--- src/rtl/reu_pkg.sv ---
// reu_pkg: transfer-type encodings, engine states, default widths and first-state helper for the REU DMA engine
package reu_pkg;
  localparam int RAW_DEF = 24;
  localparam int CAW_DEF = 16;
  localparam int LW_DEF = 16;
  localparam logic [1:0] XFER_STASH = 2'b00;
  localparam logic [1:0] XFER_FETCH = 2'b01;
  localparam logic [1:0] XFER_SWAP = 2'b10;
  localparam logic [1:0] XFER_VERIFY = 2'b11;
  typedef enum logic [2:0] {ST_IDLE, ST_C64RD, ST_C64WR, ST_RAMRD, ST_RAMWR, ST_NEXT, ST_FIN} state_t;
  function automatic state_t first_state(input logic [1:0] t);
    return t == XFER_STASH ? ST_C64RD : ST_RAMRD;
  endfunction
endpackage

--- src/rtl/reu_addr_ctr.sv ---
// reu_addr_ctr: loadable up/down counter with hold and natural wrap (clk, rst, load/load_val, step, hold -> q)
module reu_addr_ctr #(
  parameter int W = 16,
  parameter bit DOWN = 1'b0
) (
  input  logic         clk,
  input  logic         rst,
  input  logic         load,
  input  logic [W-1:0] load_val,
  input  logic         step,
  input  logic         hold,
  output logic [W-1:0] q
);
  logic [W-1:0] q_q, q_d;
  always_comb q_d = load ? load_val : (step && !hold) ? (DOWN ? q_q - W'(1) : q_q + W'(1)) : q_q;
  always_ff @(posedge clk) q_q <= rst ? '0 : q_d;
  assign q = q_q;
endmodule

--- src/rtl/reu_dma_engine.sv ---
// reu_dma_engine: REU DMA sequencer moving bytes between C64 bus (BA/DMA/CA/C64WE) and SDRAM (RAMReq/RAMAck) for stash/fetch/swap/verify, with final CA/REUA/LenOut write-back
module reu_dma_engine import reu_pkg::*; #(
  parameter int RAW = RAW_DEF,
  parameter int CAW = CAW_DEF,
  parameter int LW = LW_DEF
) (
  input  logic           PHI2,
  input  logic           RESET,
  input  logic           BA,
  input  logic           Execute,
  input  logic [1:0]     XferType,
  input  logic           CAHold,
  input  logic           REUAHold,
  input  logic [CAW-1:0] CAStart,
  input  logic [RAW-1:0] REUAStart,
  input  logic [LW-1:0]  LenStart,
  output logic           RAMReq,
  output logic           RAMWr,
  output logic [RAW-1:0] RAMA,
  output logic [7:0]     RAMWD,
  input  logic [7:0]     RAMRD,
  input  logic           RAMAck,
  output logic           DMA,
  output logic [CAW-1:0] CA,
  output logic           C64WE,
  output logic [7:0]     C64DOut,
  input  logic [7:0]     C64DIn,
  output logic           Busy,
  output logic           Done,
  output logic           XferEnd,
  output logic           VerifyErr,
  output logic [RAW-1:0] REUA,
  output logic [LW-1:0]  LenOut
);
  state_t state_q, state_d;
  logic [1:0] mode_q, mode_d;
  logic ch_q, ch_d, rh_q, rh_d, err_q, err_d;
  logic ramreq_q, ramreq_d, ramwr_q, ramwr_d;
  logic busy_q, busy_d, dma_q, dma_d, done_q, done_d, xend_q, xend_d, verr_q, verr_d;
  logic [7:0] tmp_q, tmp_d, ramwd_q, ramwd_d;
  logic start, step, last;
  assign start = state_q == ST_IDLE && Execute;
  assign step = state_q == ST_NEXT;
  assign last = LenOut == LW'(1);
  reu_addr_ctr #(.W(CAW)) u_ca (.clk(PHI2), .rst(RESET), .load(start), .load_val(CAStart), .step(step), .hold(ch_q), .q(CA));
  reu_addr_ctr #(.W(RAW)) u_reua (.clk(PHI2), .rst(RESET), .load(start), .load_val(REUAStart), .step(step), .hold(rh_q), .q(REUA));
  reu_addr_ctr #(.W(LW), .DOWN(1'b1)) u_len (.clk(PHI2), .rst(RESET), .load(start), .load_val(LenStart), .step(step), .hold(last), .q(LenOut));
  always_comb begin
    state_d = state_q;
    mode_d = mode_q;
    ch_d = ch_q;
    rh_d = rh_q;
    err_d = err_q;
    tmp_d = tmp_q;
    ramreq_d = ramreq_q;
    ramwr_d = ramwr_q;
    ramwd_d = ramwd_q;
    busy_d = busy_q;
    dma_d = dma_q;
    done_d = 1'b0;
    xend_d = xend_q;
    verr_d = verr_q;
    case (state_q)
      ST_IDLE: if (Execute) begin
        state_d = first_state(XferType);
        mode_d = XferType;
        ch_d = CAHold;
        rh_d = REUAHold;
        err_d = 1'b0;
        xend_d = 1'b0;
        verr_d = 1'b0;
        busy_d = 1'b1;
        dma_d = 1'b1;
        ramreq_d = XferType != XFER_STASH;
        ramwr_d = 1'b0;
      end
      ST_RAMRD: if (RAMAck) begin
        ramreq_d = 1'b0;
        tmp_d = RAMRD;
        state_d = mode_q == XFER_FETCH ? ST_C64WR : ST_C64RD;
      end
      ST_C64RD: if (BA) begin
        state_d = mode_q == XFER_VERIFY ? ST_NEXT : ST_RAMWR;
        err_d = mode_q == XFER_VERIFY && C64DIn != tmp_q;
        verr_d = mode_q == XFER_VERIFY && C64DIn != tmp_q;
        ramreq_d = mode_q != XFER_VERIFY;
        ramwr_d = mode_q != XFER_VERIFY;
        ramwd_d = C64DIn;
      end
      ST_RAMWR: if (RAMAck) begin
        ramreq_d = 1'b0;
        ramwr_d = 1'b0;
        state_d = mode_q == XFER_SWAP ? ST_C64WR : ST_NEXT;
      end
      ST_C64WR: state_d = BA ? ST_NEXT : ST_C64WR;
      ST_NEXT: if (last || err_q) begin
        state_d = ST_FIN;
        xend_d = last;
        busy_d = 1'b0;
        dma_d = 1'b0;
        done_d = 1'b1;
      end else begin
        state_d = first_state(mode_q);
        ramreq_d = mode_q != XFER_STASH;
      end
      default: state_d = ST_IDLE;
    endcase
  end
  always_ff @(posedge PHI2) begin
    if (RESET) begin
      state_q <= ST_IDLE;
      mode_q <= '0;
      ch_q <= 1'b0;
      rh_q <= 1'b0;
      err_q <= 1'b0;
      tmp_q <= '0;
      ramreq_q <= 1'b0;
      ramwr_q <= 1'b0;
      ramwd_q <= '0;
      busy_q <= 1'b0;
      dma_q <= 1'b0;
      done_q <= 1'b0;
      xend_q <= 1'b0;
      verr_q <= 1'b0;
    end else begin
      state_q <= state_d;
      mode_q <= mode_d;
      ch_q <= ch_d;
      rh_q <= rh_d;
      err_q <= err_d;
      tmp_q <= tmp_d;
      ramreq_q <= ramreq_d;
      ramwr_q <= ramwr_d;
      ramwd_q <= ramwd_d;
      busy_q <= busy_d;
      dma_q <= dma_d;
      done_q <= done_d;
      xend_q <= xend_d;
      verr_q <= verr_d;
    end
  end
  assign RAMReq = ramreq_q;
  assign RAMWr = ramwr_q;
  assign RAMA = REUA;
  assign RAMWD = ramwd_q;
  assign DMA = dma_q;
  assign C64WE = state_q == ST_C64WR && BA;
  assign C64DOut = tmp_q;
  assign Busy = busy_q;
  assign Done = done_q;
  assign XferEnd = xend_q;
  assign VerifyErr = verr_q;
endmodule

--- config.mk ---
export PLATFORM = sky130hd
export DESIGN_NAME = reu_dma_engine
export DESIGN_NICKNAME = d
export VERILOG_FILES = /design/src/rtl/reu_pkg.sv /design/src/rtl/reu_addr_ctr.sv /design/src/rtl/reu_dma_engine.sv
export SDC_FILE = /design/constraint.sdc
export NUM_CORES = 1
export LEC_CHECK = 0
export BUFFER_PORTS_ARGS = -buffer_cell sky130_fd_sc_hd__buf_2
export CORE_MARGIN = 10
export CORE_UTILIZATION = 36
export DETAILED_ROUTE_END_ITERATION = 7
export PLACE_DENSITY = 0.67
export SLEW_MARGIN = 20
export SYNTH_ARGS = -nofsm -noshare
export SYNTH_HDL_FRONTEND = slang
export SYNTH_HIERARCHICAL = 1
export SYNTH_SLANG_ARGS = --single-unit
--- constraint.sdc ---
create_clock -name PHI2 -period 3.3 [get_ports PHI2]
set_input_delay 0.33 -clock PHI2 [delete_from_list [all_inputs] [get_ports PHI2]]
set_output_delay 0.33 -clock PHI2 [all_outputs]
set_load 0.03 [all_outputs]
==> results, run 1 <==
- The worst hold path was traced through 3 stages.
- The data required time at the worst endpoint is 3.53 ns.
- The count of state elements after synthesis is 85.
- The sum of negative setup slack is 0 ns.
- The die covers 0.0187 mm2.
- The post-route antenna net violation count is 0.
- The leakage power is 0.00260 uW.
- The multi-input combinational cells in the finished layout cover a total of 0.00278 mm2.
- The fraction of power consumed by sequential logic is 0.337.
- The clock drives 85 sinks.
- Of the total power, the clock network draws 0.205.
- For this run, the register share of the synthesized area comes to 0.348.
- The clock tree synthesis step divided the H-tree into 3 levels.
- The total count of max-transition violations in the final report is 0.
- Once the clock tree was built, the resizer swapped 0 gates to a different size.
- The total count of hold-check failures in the final report is 0.
- The slew of the pin with the lowest slew margin is 0.687 ns.
- Pin placement for this block handled 185 I/O pins.
- The critical path's largest stage delay is 0.66 ns.
- Counting flops with an async set or reset pin after synthesis yields a share of 0.
- The number of violations of the max-capacitance limit is 0.
- The TritonCTS clock tree is yes.
- The critical path endpoint category is a flop.
- Headroom to the max-slew limit came out at 0.538.
- The critical setup path kind is flop to flop.
- The layout-stage area growth over the synthesis result is 24.3%.
- The flow ran to the end, and the final reports show no timing, DRC or antenna violations.
- Setup repair after global routing left no endpoint under its margin.
- The filler cells instantiated in the layout total 1331.
- The final critical path time including I/O delays and setup is 2.67 ns.
- Data arrives at the worst endpoint at 2.90 ns.
- The combinational group share of total power is 0.458.
- The die height is 137 um.
- The number of warning messages in the yosys log is 6.
- The setup slack after layout is 0.625 ns.
- Dividing total power by cell area gives a power density of 850 mW/mm2.
- Along the worst path, the maximum fanout reaches 15.
- The share of final-layout standard cells stronger than drive strength 1 is 0.326.
- The initial antenna violation count is 0.
- The cell type of the slowest stage on the worst timing path is sky130_fd_sc_hd__dfxtp_1.
- The quantity of hold-fixing buffers added after cts is 0.
- The number of placement rows is 42.
- The die extent in x is 137 um.
- The net switching share of the total power is 0.465.
- The core box area is 0.0133 mm2.
- The most instantiated library cell after synthesis is sky130_fd_sc_hd__dfxtp_1.
- The number of I/O port buffers is 184.
- At the later pin of the worst-skew pair, clock insertion delay measures 0.34 ns.
- After synthesis, the most frequently instantiated cells are sky130_fd_sc_hd__dfxtp_1 (85), sky130_fd_sc_hd__nand2_1 (70), sky130_fd_sc_hd__nor2_1 (54).
- The path class of the lowest-slack min-delay path is primary input to flop.
- The aggregate global routing overflow is 0.
- The largest total area in the synthesized netlist belongs to sky130_fd_sc_hd__dfxtp_1.
- The clock skew after layout is 0.00820 ns.
- The mean cell area of the mapped netlist is 8.42 um2.
- The number of antenna diodes in the final layout is 0.
- The first global-routing pass estimated 23.6 mm of wire.
- The routed length per placed instance is 16.0 um.
- The average vias per placed instance is 5.21.
- The routability congestion estimate is 0.807.
- At the end of the flow, the number of nets in the layout was 813.
- The number of different library cells used by synthesis comes to 76.
- The number of nets handed over by synthesis was 665.
- The routed layout has 4737 vias.
- The analysis attributes to net switching a power of 2410 uW.
- The worst slack at placement is 0.659 ns.
- The dominant register cell in the synthesized netlist is sky130_fd_sc_hd__dfxtp_1.
- The register area is 0.00170 mm2.
- The peak clock frequency supported by timing is 374 MHz.
- IR analysis of the VDD net gives a maximum drop of 0.000541 V.
- For this run, the total global-route usage over all layers was measured as 0.154.
- Entering global routing, the biggest net connects 40 pins.
- The count of endpoints failing setup in the final report is 0.
- The count of routing violations after the opening detailed-route iteration is 216.
- The number of buffers on the longest clock path is 2.
- STA classifies the critical path startpoint as a flop.
- The sum of net half-perimeters after detailed placement is 10.9 mm.
- The cell count after synthesis came out at 581.
- By area the synthesized netlist is led by sky130_fd_sc_hd__dfxtp_1 (35%), sky130_fd_sc_hd__nand2_1 (5.4%), sky130_fd_sc_hd__a211oi_1 (4.8%).
- For this run, design rule violations remaining after detail routing come to 0.
- The worst-case reg-to-reg path depth is 6.
- The cell sitting at the root of the clock tree is a sky130_fd_sc_hd__clkbuf_16.
- In this run, CTS created clock tree buffers numbering 9.
- Traced cell by cell, the critical path runs through and3b_1 > buf_4 > nand4b_1 > nor4_1 > a211oi_1 > a2111oi_0.
- The number of global-route vias before repair was 4718.
- The detailed-router iteration count before antenna repair is 4.
- Of the post-synthesis cell area, the dominant cell type holds 0.348.
- The final layout contains routed wiring with a total length of 14.6 mm.
- The clock transition time at the flip-flop clock pins of the worst setup and hold paths is 0.06 ns.
- Cell internal power was estimated by the tool at 2770 uW.
- The number of setup buffers added after CTS is 0.
- The initial utilization of the core area, before any placement, comes to 0.368.
- Yosys mapped a number of flops with a built-in enable equal to 0.
- The synthesized netlist occupies a cell area of 0.00489 mm2.
- The part of the cycle the worst path needs is 0.811.
-- power by group through the flow --
stage	clock network [uW]	registers, uW	logic, uW
after global placement	0	1750	2380
final	1060	1740	2370
after CTS	1100	1740	2400
after global routing	1130	1810	2580
after detailed placement	0	1760	2390
after floorplan	0	2170	1400
-- layout make-up --
cell class / count / area share
clock buffers: 13 / 0.0444
multi-input cells: 418 / 0.457
repair buffers: 192 / 0.161
flip-flops and latches: 85 / 0.280
well taps: 176 / 0.0362
clock inverters: 3 / 0.00699
inverters: 23 / 0.0142
-- cells by family (layout without fill, tap and decap cells) --
kind of cell,Yosys count,in the layout,share of synthesized area
and+or+nand+nor,242,242,0.284
AOI/OAI and AO/OA,121,121,0.180
DFF,85,85,0.348
buffers and inverters,78,231,0.0839
xor gates and xnor gates,42,42,0.0752
muxes,10,10,0.0210
adders and majority gates,3,3,0.00767
-- sequential cells by signal, indices dropped and copies added (netlist names) --
name       count
ch_q           1
state_q        3
C64DOut        8
u_len/q       16
DMA            1
VerifyErr      1
rh_q           1
XferEnd        1
mode_q         2
Done           1
RAMWr          1
u_ca/q        16
u_reua/q      24
RAMWD          8
RAMReq         1
-- critical path, delay by kind of cell, from the launching register on --
family	cells	cell delay (ns)
AOI/OAI and AO/OA	2	0.48
and+or+nand+nor	3	1.19
DFF	1	0.66
buffers and inverters	1	0.23
-- layout by cell type (no fill, tap or decap), types with 4 or more instances in the layout --
cell type                   netlist  layout
sky130_fd_sc_hd__or3_1            4       4
sky130_fd_sc_hd__a2111oi_0        4       4
sky130_fd_sc_hd__nor2b_1          5       5
sky130_fd_sc_hd__nand4_1         10      10
sky130_fd_sc_hd__a211oi_2         6       6
sky130_fd_sc_hd__xor2_1          18      18
sky130_fd_sc_hd__clkbuf_16        0       9
sky130_fd_sc_hd__inv_1           20      20
sky130_fd_sc_hd__a311oi_1         7       7
sky130_fd_sc_hd__o21ai_0          9       9
sky130_fd_sc_hd__a21oi_1         32      32
sky130_fd_sc_hd__and2_1           4       4
sky130_fd_sc_hd__nor2_1          54      54
sky130_fd_sc_hd__buf_2            4     184
sky130_fd_sc_hd__nor4b_1          4       4
sky130_fd_sc_hd__and4_1           7       7
sky130_fd_sc_hd__nand2_1         70      70
sky130_fd_sc_hd__nand3_1          8       8
sky130_fd_sc_hd__dfxtp_1         85      85
sky130_fd_sc_hd__mux2i_1          8       8
sky130_fd_sc_hd__o21a_1           5       5
sky130_fd_sc_hd__nor4_1          15      15
sky130_fd_sc_hd__buf_4           25       8
sky130_fd_sc_hd__a211oi_1        31      31
sky130_fd_sc_hd__xnor2_1         24      24
sky130_fd_sc_hd__nor4_2           4       4
sky130_fd_sc_hd__and3_1           4       4
sky130_fd_sc_hd__nand4b_1         4       4
sky130_fd_sc_hd__nand2b_1         5       5
sky130_fd_sc_hd__nor3_1          14      14
-- path summary, 6_finish.rpt --
check | from | to | slack, ns
max | state_q[2] | u_reua/q[13] | 0.63
min | REUAHold | rh_q | 0.22
max reg2reg | state_q[2] | u_reua/q[13] | 0.63
min reg2reg | RAMWD[2] | RAMWD[2] | 0.46
-- per-stage QoR --
step           instance area (um2)   util  hold WS [ns]  instances  power [uW]
5_1_grt                       6080  0.457         0.218        910        5520
3_5_place_dp                  5770  0.434         0.446        894        4150
4_1_cts                       6080  0.457         0.203        910        5240
3_3_place_gp                  5770  0.434         0.439        894        4130
2_1_floorplan                 4890      -         0.399        581        3570
6_report                      6080  0.457         0.223        910        5170
-- layer usage --
layer,share of wire,vias up,GRT usage
met1,0.44,2185,0.183
met3,0.085,16,0.0579
met5,0,-,0
met2,0.47,153,0.250
met4,0.012,0,0.0491
li1,-,2383,-
No activity file was read; power rests on OpenSTA's default activity.
==> run 2, diff against run 1 <==
- PLACE_DENSITY: 0.67 -> 0.69
- clock period: 3.3 -> 2.45 ns (I/O delays scaled with it)
==> run 2 against run 1 <==
Net effect:
- utilization up 0.32 points
- sequential power is 31% higher
- critical path depth shrank 1
- final cell count up 1.1%
- power up 34%
- non-clock buffer count is 9 higher
- via count rose by 0.74%
- worst setup slack worse by 0.45 ns
- sequential share of layout area down 0.19 points
- clock power up 22%
- largest power group unchanged
- highest routed layer is now met5
==> results, run 2 (synthesis gave the netlist of run 1 again) <==
- In this run the static leakage power is 0.00263 uW.
- The die is 137 um wide.
- The routability congestion estimate is 0.851.
- For the final database, setup skew stands at 0.00413 ns.
- The quantity of hold-fixing buffers added after cts is 0.
- The power density relative to cell area is 1130 mW/mm2.
- The library cells used most frequently in the layout, excluding fill and tap cells, are sky130_fd_sc_hd__buf_2 (184), sky130_fd_sc_hd__dfxtp_1 (85), sky130_fd_sc_hd__nand2_1 (70).
- In this run the tightest slew margin relative to its limit is 0.516.
- The detailed-router iteration count before antenna repair is 4.
- The initial utilization of the core area, before any placement, comes to 0.368.
- VDD sags by at most 0.000342 V.
- The total vias in the final route is 4772.
- The clock root buffer is sky130_fd_sc_hd__clkbuf_16.
- The part of the cycle the worst path needs is 0.929.
- The arrival time at the worst endpoint is 2.53 ns.
- The number of fill cells in the layout is 1365.
- The finished layout holds 920 standard cells, fillers aside.
- The count of buffer and inverter cells on the critical path is 0.
- The critical path goes through nor4_1 > and4_1 > nand4bb_1 > or3_2 > a311oi_1.
- The critical path is of the flop to flop type.
- The die covers 0.0187 mm2.
- The count of instances resized after the clock tree is built is 0.
- Measured on the finished design, the core utilization comes to 0.461.
- From synthesis to final layout, the design area changed by 25.2%.
- Setup violations remaining at the end of the flow were counted as 0.
- The number of I/O port buffers is 184.
- The count of routing violations after the opening detailed-route iteration is 241.
- The die is 137 um tall.
- The total count of hold-check failures in the final report came to 0.
- Summed over all layers, the routed wires come to 15.6 mm.
- The routed length per placed instance is 16.9 um.
- The register with the most flip-flops in the layout has 24 of them.
- No sink is reached through more buffers than the 2 on the longest clock path.
- The count of nets left with antenna violations once routing finished came out at 0.
- Across every metal layer, demand over resource in global routing totals 0.162.
- For the worst setup path, the data required time is 2.71 ns.
- The share of final-layout standard cells stronger than drive strength 1 is 0.330.
- The total length of routed met2 wires is 7.66 mm.
- STA classifies the critical path startpoint as a flop.
- The path class of the lowest-slack min-delay path is primary input to flop.
- Summing all multi-input logic gate instances after layout gives 0.00278 mm2.
- The total count of max-transition violations in the final report is 0.
- Entering global routing, the biggest net connects 36 pins.
- The average vias per placed instance is 5.19.
- Hold timing on the final database bottoms out at a slack of 0.143 ns.
- The flow ran to the end, and the final reports show no timing, DRC or antenna violations.
- Clock tree synthesis inserted a total of 9 buffers.
- The slew of the pin with the lowest slew margin is 0.720 ns.
- The leading cell type in the layout, fill and taps excluded is sky130_fd_sc_hd__buf_2.
- After global routing the overflow that remains totals 0.
- TritonCTS built the clock tree.
- The post-route met1 wirelength is 6.31 mm.
- The source-to-sink clock delay at the later pin of the worst-skew pair is 0.34 ns.
- After detailed routing, no signal wire sits above met5.
- The count of H-tree levels built during CTS is 3.
- The first-pass GRT wire length is 24.2 mm.
- The number of setup buffers added after CTS is 0.
- The worst path in the final design needs a cycle of 2.28 ns, including I/O delays and setup.
- The sum of net half-perimeters after detailed placement is 11.9 mm.
- The clock net sink count is 85.
- The floorplan has 42 rows.
- STA classifies the critical path endpoint as a flop.
- Setup repair after global routing left no endpoint under its margin.
- The critical path's top delay family is simple AND/OR/NAND/NOR gates.
- The layout net count is 822.
- In the final timing run, aggregate negative setup slack is 0 ns.
- The cell type of the slowest stage on the worst timing path is sky130_fd_sc_hd__or3_2.
- The routed design uses 1.12 mm of met3 wire.
- The sequential cells in the finished layout cover a total of 0.00170 mm2.
- The number of violations of the max-capacitance limit is 0.
- The remaining routing DRC violations is 0.
- The clock transition time at the flip-flop clock pins of the worst setup and hold paths is 0.06 ns.
- In this run the worst path has a maximum fanout of 8.
- The number of global-route vias before repair is 4641.
- The peak clock frequency supported by timing is 439 MHz.
- The initial antenna violation count is 2.
- 185 I/O pins were placed.
- The critical path's largest stage delay is 0.55 ns.
- The placed cell count is 903.
- The core box area is 0.0133 mm2.
==> run 2: cell types whose count changed in the layout (fill, tap and decap cells not counted) <==
cell                         delta
sky130_fd_sc_hd__buf_12         +1
sky130_fd_sc_hd__buf_4          +8
sky130_fd_sc_hd__bufinv_16      -1
sky130_fd_sc_hd__clkbuf_1       +3
sky130_fd_sc_hd__clkbuf_8       -1
sky130_fd_sc_hd__clkinvlp_4     -1
sky130_fd_sc_hd__diode_2        +1
==> run 2: final timing paths <==
path / startpoint / endpoint / cells past startpoint / slack, ns
worst min register to register: RAMWD[6] / RAMWD[6] / 2 / 0.45
worst min-delay path: RAMRD[7] / C64DOut[7] / 3 / 0.14
worst max-delay path: u_len/q[4] / u_len/q[4] / 5 / 0.17
worst max register to register: u_len/q[4] / u_len/q[4] / 5 / 0.17
==> run 2: metal layers <==
layer / vias to the layer above / global-route usage
met5: - / 0
met4: 2 / 0.0811
met3: 32 / 0.0502
li1: 2400 / -
met2: 131 / 0.267
met1: 2207 / 0.186
==> run 2: layout make-up <==
type,count,area share
diodes,1,0.000409
clock buffers,15,0.0437
clock inverters,1,0.000817
inverters,23,0.0141
multi-input cells,418,0.454
flip-flops and latches,85,0.278
well taps,176,0.0360
repair buffers,201,0.173
==> run 2: through the flow <==
stage / instance area [um2] / setup slack [ns] / power, uW
4_1_cts: 6120 / 0.202 / 6980
5_1_grt: 6120 / 0.0155 / 7340
2_1_floorplan: 4890 / 0.0922 / 4820
3_5_place_dp: 5850 / 0.272 / 5660
3_3_place_gp: 5850 / 0.307 / 5640
6_report: 6120 / 0.174 / 6920
==> run 2: tightest hold or removal path, stage by stage <==
cell,delay (ns)
sky130_fd_sc_hd__buf_2,0.10
sky130_fd_sc_hd__nand2_1,0.04
sky130_fd_sc_hd__a21oi_1,0.05
==> run 2: where the power goes <==
group / total [uW] / internal [uW] / switching [uW]
Combinational: 3350 / 1110 / 2230
Sequential: 2280 / 1770 / 511
Clock: 1290 / 743 / 545
Total: 6920 / 3630 / 3290
